**src/rtl/pipelined_addsub_seg.sv**
```systemverilog
// rtl/pipelined_addsub_seg.sv - segmented, pipelined WIDTH-bit adder/subtractor with valid/ready flow control
module pipelined_addsub_seg #(
    parameter int WIDTH = 128,
    parameter int SEG   = 16
) (
    input  logic             clk,
    input  logic             rst_n,
    input  logic             in_valid,
    output logic             in_ready,
    input  logic [WIDTH-1:0] a,
    input  logic [WIDTH-1:0] b,
    input  logic             cin,
    input  logic             sub,
    output logic             out_valid,
    input  logic             out_ready,
    output logic [WIDTH-1:0] s,
    output logic             cout,
    output logic             ovf
);

    localparam int STAGES = WIDTH / SEG;

    if (SEG < 1 || (WIDTH % SEG) != 0) begin : g_bad_cfg
        $error("pipelined_addsub_seg: WIDTH must be a positive multiple of SEG");
    end

    // Stage k register holds a word that is rotated right by SEG every stage:
    // resolved sum segments enter at the top, unresolved operand-A segments
    // drain out of the bottom. After STAGES stages it is exactly the sum.
    // The B word just shifts right, so its low segment is always the next one
    // to be added.
    logic [WIDTH-1:0]  a_q [STAGES];
    logic [WIDTH-1:0]  b_q [STAGES];
    logic [STAGES-1:0] c_q;
    logic [STAGES-1:0] v_q;
    logic              ovf_q;

    logic [WIDTH-1:0]  a_d [STAGES];
    logic [WIDTH-1:0]  b_d [STAGES];
    logic [STAGES-1:0] c_d;
    logic [STAGES-1:0] v_d;
    logic              ovf_d;

    logic advance;

    // The whole pipe moves together; only a held result at the output blocks it.
    assign advance   = ~v_q[STAGES-1] | out_ready;
    assign in_ready  = advance;
    assign out_valid = v_q[STAGES-1];
    assign s         = a_q[STAGES-1];
    assign cout      = c_q[STAGES-1];
    assign ovf       = ovf_q;

    for (genvar k = 0; k < STAGES; k++) begin : g_stage
        logic [WIDTH-1:0] a_src;
        logic [WIDTH-1:0] b_src;
        logic             c_src;
        logic             v_src;
        logic [SEG:0]     seg_sum;

        if (k == 0) begin : g_first
            // Stage 0 works straight off the live inputs; subtract inverts B only.
            assign a_src = a;
            assign b_src = b ^ {WIDTH{sub}};
            assign c_src = cin;
            assign v_src = in_valid;
        end else begin : g_next
            assign a_src = a_q[k-1];
            assign b_src = b_q[k-1];
            assign c_src = c_q[k-1];
            assign v_src = v_q[k-1];
        end

        assign seg_sum = {1'b0, a_src[SEG-1:0]} + {1'b0, b_src[SEG-1:0]} + {{SEG{1'b0}}, c_src};
        assign a_d[k]  = (WIDTH'(seg_sum[SEG-1:0]) << (WIDTH - SEG)) | (a_src >> SEG);
        assign b_d[k]  = b_src >> SEG;
        assign c_d[k]  = seg_sum[SEG];
        assign v_d[k]  = v_src;

        if (k == STAGES - 1) begin : g_last
            // Signed overflow: operands agree in sign but the result does not,
            // which is the same as carry-into-MSB differing from carry-out.
            assign ovf_d = (a_src[SEG-1] == b_src[SEG-1]) && (seg_sum[SEG-1] != a_src[SEG-1]);
        end
    end

    // Advance every stage register together; reset clears valids and the visible result.
    always_ff @(posedge clk) begin
        if (!rst_n) begin
            v_q              <= '0;
            a_q[STAGES-1]    <= '0;
            c_q[STAGES-1]    <= 1'b0;
            ovf_q            <= 1'b0;
        end else if (advance) begin
            for (int k = 0; k < STAGES; k++) begin
                a_q[k] <= a_d[k];
                b_q[k] <= b_d[k];
            end
            c_q   <= c_d;
            v_q   <= v_d;
            ovf_q <= ovf_d;
        end
    end

endmodule

```
**config.mk**
```make
export PLATFORM = sky130hd
export DESIGN_NAME = pipelined_addsub_seg
export DESIGN_NICKNAME = d
export VERILOG_FILES = /design/src/rtl/pipelined_addsub_seg.sv
export SDC_FILE = /design/constraint.sdc
export NUM_CORES = 1
export LEC_CHECK = 0
export CAP_MARGIN = 40
export CORE_MARGIN = 2
export CORE_UTILIZATION = 55
export DETAILED_ROUTE_END_ITERATION = 8
export PLACE_DENSITY = 0.76
export SLEW_MARGIN = 20
export SYNTH_ARGS = -nofsm -noshare
export SYNTH_HDL_FRONTEND = slang
export SYNTH_SLANG_ARGS = --single-unit
```
**constraint.sdc**
```tcl
create_clock -name clk -period 91 [get_ports clk]
set_input_delay 22.75 -clock clk [delete_from_list [all_inputs] [get_ports clk]]
set_output_delay 22.75 -clock clk [all_outputs]
set_load 0.005 [all_outputs]
```
==> flow_summary.yaml <==
outcome:
  status: "complete, no violations"
cts:
  cts_buffer_depth: 3
  postCtsResizedCells: 0
  cts_setup_buffers: 0
  tritoncts: "yes"
  htreeDepth: 4
  numCtsBuffers: 147
  cts_root_buffer: "clkbuf_16"
  cts_sinks: 1489
  hold_buffers: 0
  cts.clk_slew.worst_paths_ps: 60
  insertion_delay_ps: 740
placed_design:
  io_buffers: 393
  hpwlAfterDp_um: 53700
  place_inst: 4229
  place_congestion: 0.875
cells_and_area:
  fillers: 5982
  mostFrequentLayoutCells: "edfxtp_1, clkdlybuf4s50_1, clkbuf_16"
  syn_to_final_growth_pct: 18.1
  fin_cells: 4497
  nets: 3504
  drive_gt1_frac: 0.0811
  layout_commonest_cell: "edfxtp_1"
worst_setup_path:
  worstSetupEndpointType: "output port"
  start_kind: "input pin"
  criticalPathCategory: "input pin to output port"
  crit_fanout: 63
  arrival_ps: 24550
  critPathRequiredTime_ps: 68250
synthesis:
  yosysWarnings: 0
  avgSynthCellArea_um2: 19.8
  synth-edff-count: 1479
  yosys.area.top_type: "edfxtp_1"
  synth.top_cell.area_share: 0.830
  synth_nets: 3104
  synth-seq-cells: 1489
  synth_area_mm2: 0.0535
  ys.flop_type: "edfxtp_1"
  synth_area_leaders: "edfxtp_1, ha_1, xor2_1"
  yosysSeqAreaShare: 0.834
  syn_inst: 2706
  async_reset_ff_frac: 0
  ys_types: 75
sta:
  fin_crit_sh: 0.520
  relSlewSlack: 0.232
  finalSetupViolCount: 0
  hold_viol_final: 0
  finalMaxSlewViolations: 0
  clock_skew_ps: 31.3
  period_needed_ps: 47300
  worst_pin_slew_ps: 1150
  fin_setup_tns_ps: 0
  grt_setup_unrepaired: "false"
  clock.fmax_ghz: 0.0211
power_and_ir_drop:
  ir_drop_v: 0.0000164
  leakagePower_nw: 22.7
  power.density_mw_per_mm2: 24.3
  seqPwrFrac: 0.549
  p_sw_frac: 0.205
  clockPowerShare: 0.385
  p_switching_mw: 0.314
  internal_power_mw: 1.22
  comb_power_share: 0.065
floorplanning:
  dieWidth_um: 316
  initial_core_util: 0.554
  ios: 394
  placementRows: 114
  dieArea_mm2: 0.0997
  die_h_um: 316
  core_area_mm2: 0.0966
global_route:
  track_usage: 0.176
  grt_pass1_wl_um: 134000
  grt_pass1_vias: 24300
  gr-total-overflow: 0
  grt_max_degree: 201
  antenna_found_initial: 12
detailed_routing:
  via_per_inst: 5.25
  drcViolationCount: 0
  drt_iter0_drc: 1893
  ant_nets: 0
  drt_wl_total_um: 86600
  wl_per_cell_um: 19.3
  via_count: 23600
  dr.pass1.iters: 6
min_path:
  hp-class: "flop to flop"
run:
  drv_cap: 0
[logic make-up after synthesis]
family	share of synthesized area
buffers and inverters	0.0242
xor gates and xnor gates	0.0357
muxes	0.000187
DFF	0.834
and+or+nand+nor	0.0356
AOI/OAI and AO/OA	0.0361
adders and majority gates	0.0341
[per-stage QoR]
stage          cell area, um^2  worst slack, ps  total power [mW]  hold WS, ps   util
6_report                 63100            43700              1.53          401  0.654
5_1_grt                  63100            43590              1.59          408  0.654
4_1_cts                  63000            43690              1.55          405  0.653
3_5_place_dp             58300            43680             0.955          405  0.604
3_3_place_gp             58100            43660             0.946          401  0.601
2_1_floorplan            53500            40310             0.947          400      -
[power by group through the flow]
stage | sequential (mW) | clock [mW] | combinational (mW)
final | 0.842 | 0.590 | 0.100
after global routing | 0.847 | 0.630 | 0.111
after CTS | 0.843 | 0.604 | 0.0999
after detailed placement | 0.857 | 0 | 0.0983
after global placement | 0.853 | 0 | 0.0921
after floorplan | 0.882 | 0 | 0.0647
[worst max-delay path, stage by stage]
cell and delay [ps]:
clkdlybuf4s50_1 470, nor2b_1 50, buf_4 190, inv_4 430, clkdlybuf4s50_1 620
[state kept, by name, indices dropped and copies added (netlist names)]
| signal | cells |
|---|---|
| a_q | 1024 |
| b_q | 448 |
| c_q | 8 |
| ovf | 1 |
| v_q | 8 |
[worst paths after layout]
check                                    to        start  slack, ps  depth (start not counted)
worst max-delay path               in_ready    out_ready      43700                          5
worst min-delay path            a_q[1][317]  a_q[1][205]        400                          0
worst max register to register  a_q[0][266]       v_q[7]      83620                         15
worst min register to register  a_q[1][317]  a_q[1][205]        400                          0
[Yosys cell counts (5+ instances only)]
cell	n
dfxtp_1	10
nor2b_1	15
nand2_1	56
xor2_1	149
o21ai_0	41
a21o_1	39
and3_1	123
o21a_1	22
nand2b_1	10
ha_1	120
buf_1	5
nor3_1	23
a31oi_1	7
a21oi_1	84
buf_4	128
nand4_1	8
fa_1	16
edfxtp_1	1479
o21bai_1	22
inv_1	43
clkbuf_1	39
a211oi_1	5
nand3_1	18
xnor2_1	69
a21boi_0	10
nor2_1	77
[layer usage]
metal | part of all wire | GRT usage | wire length (um) | vias up
met2 | 0.51 | 0.297 | 44300 | 696
li1 | - | - | - | 11100
met1 | 0.40 | 0.220 | 34500 | 11600
met4 | 0.030 | 0.0685 | 2590 | 12
met3 | 0.060 | 0.0432 | 5200 | 198
met5 | 0.00079 | 0 | 68 | -
[layout make-up]
class,instances,area (um^2),share of cell area
inverter,43,171,0.00271
clock inverter,76,826,0.0131
timing repair buffer,424,4420,0.0700
clock buffer,185,3930,0.0622
tap,1276,1600,0.0253
multi-input combinational,1001,7580,0.120
sequential,1489,44600,0.707
antenna,3,7.51,0.000119
Power figures use the tool's default switching activity.
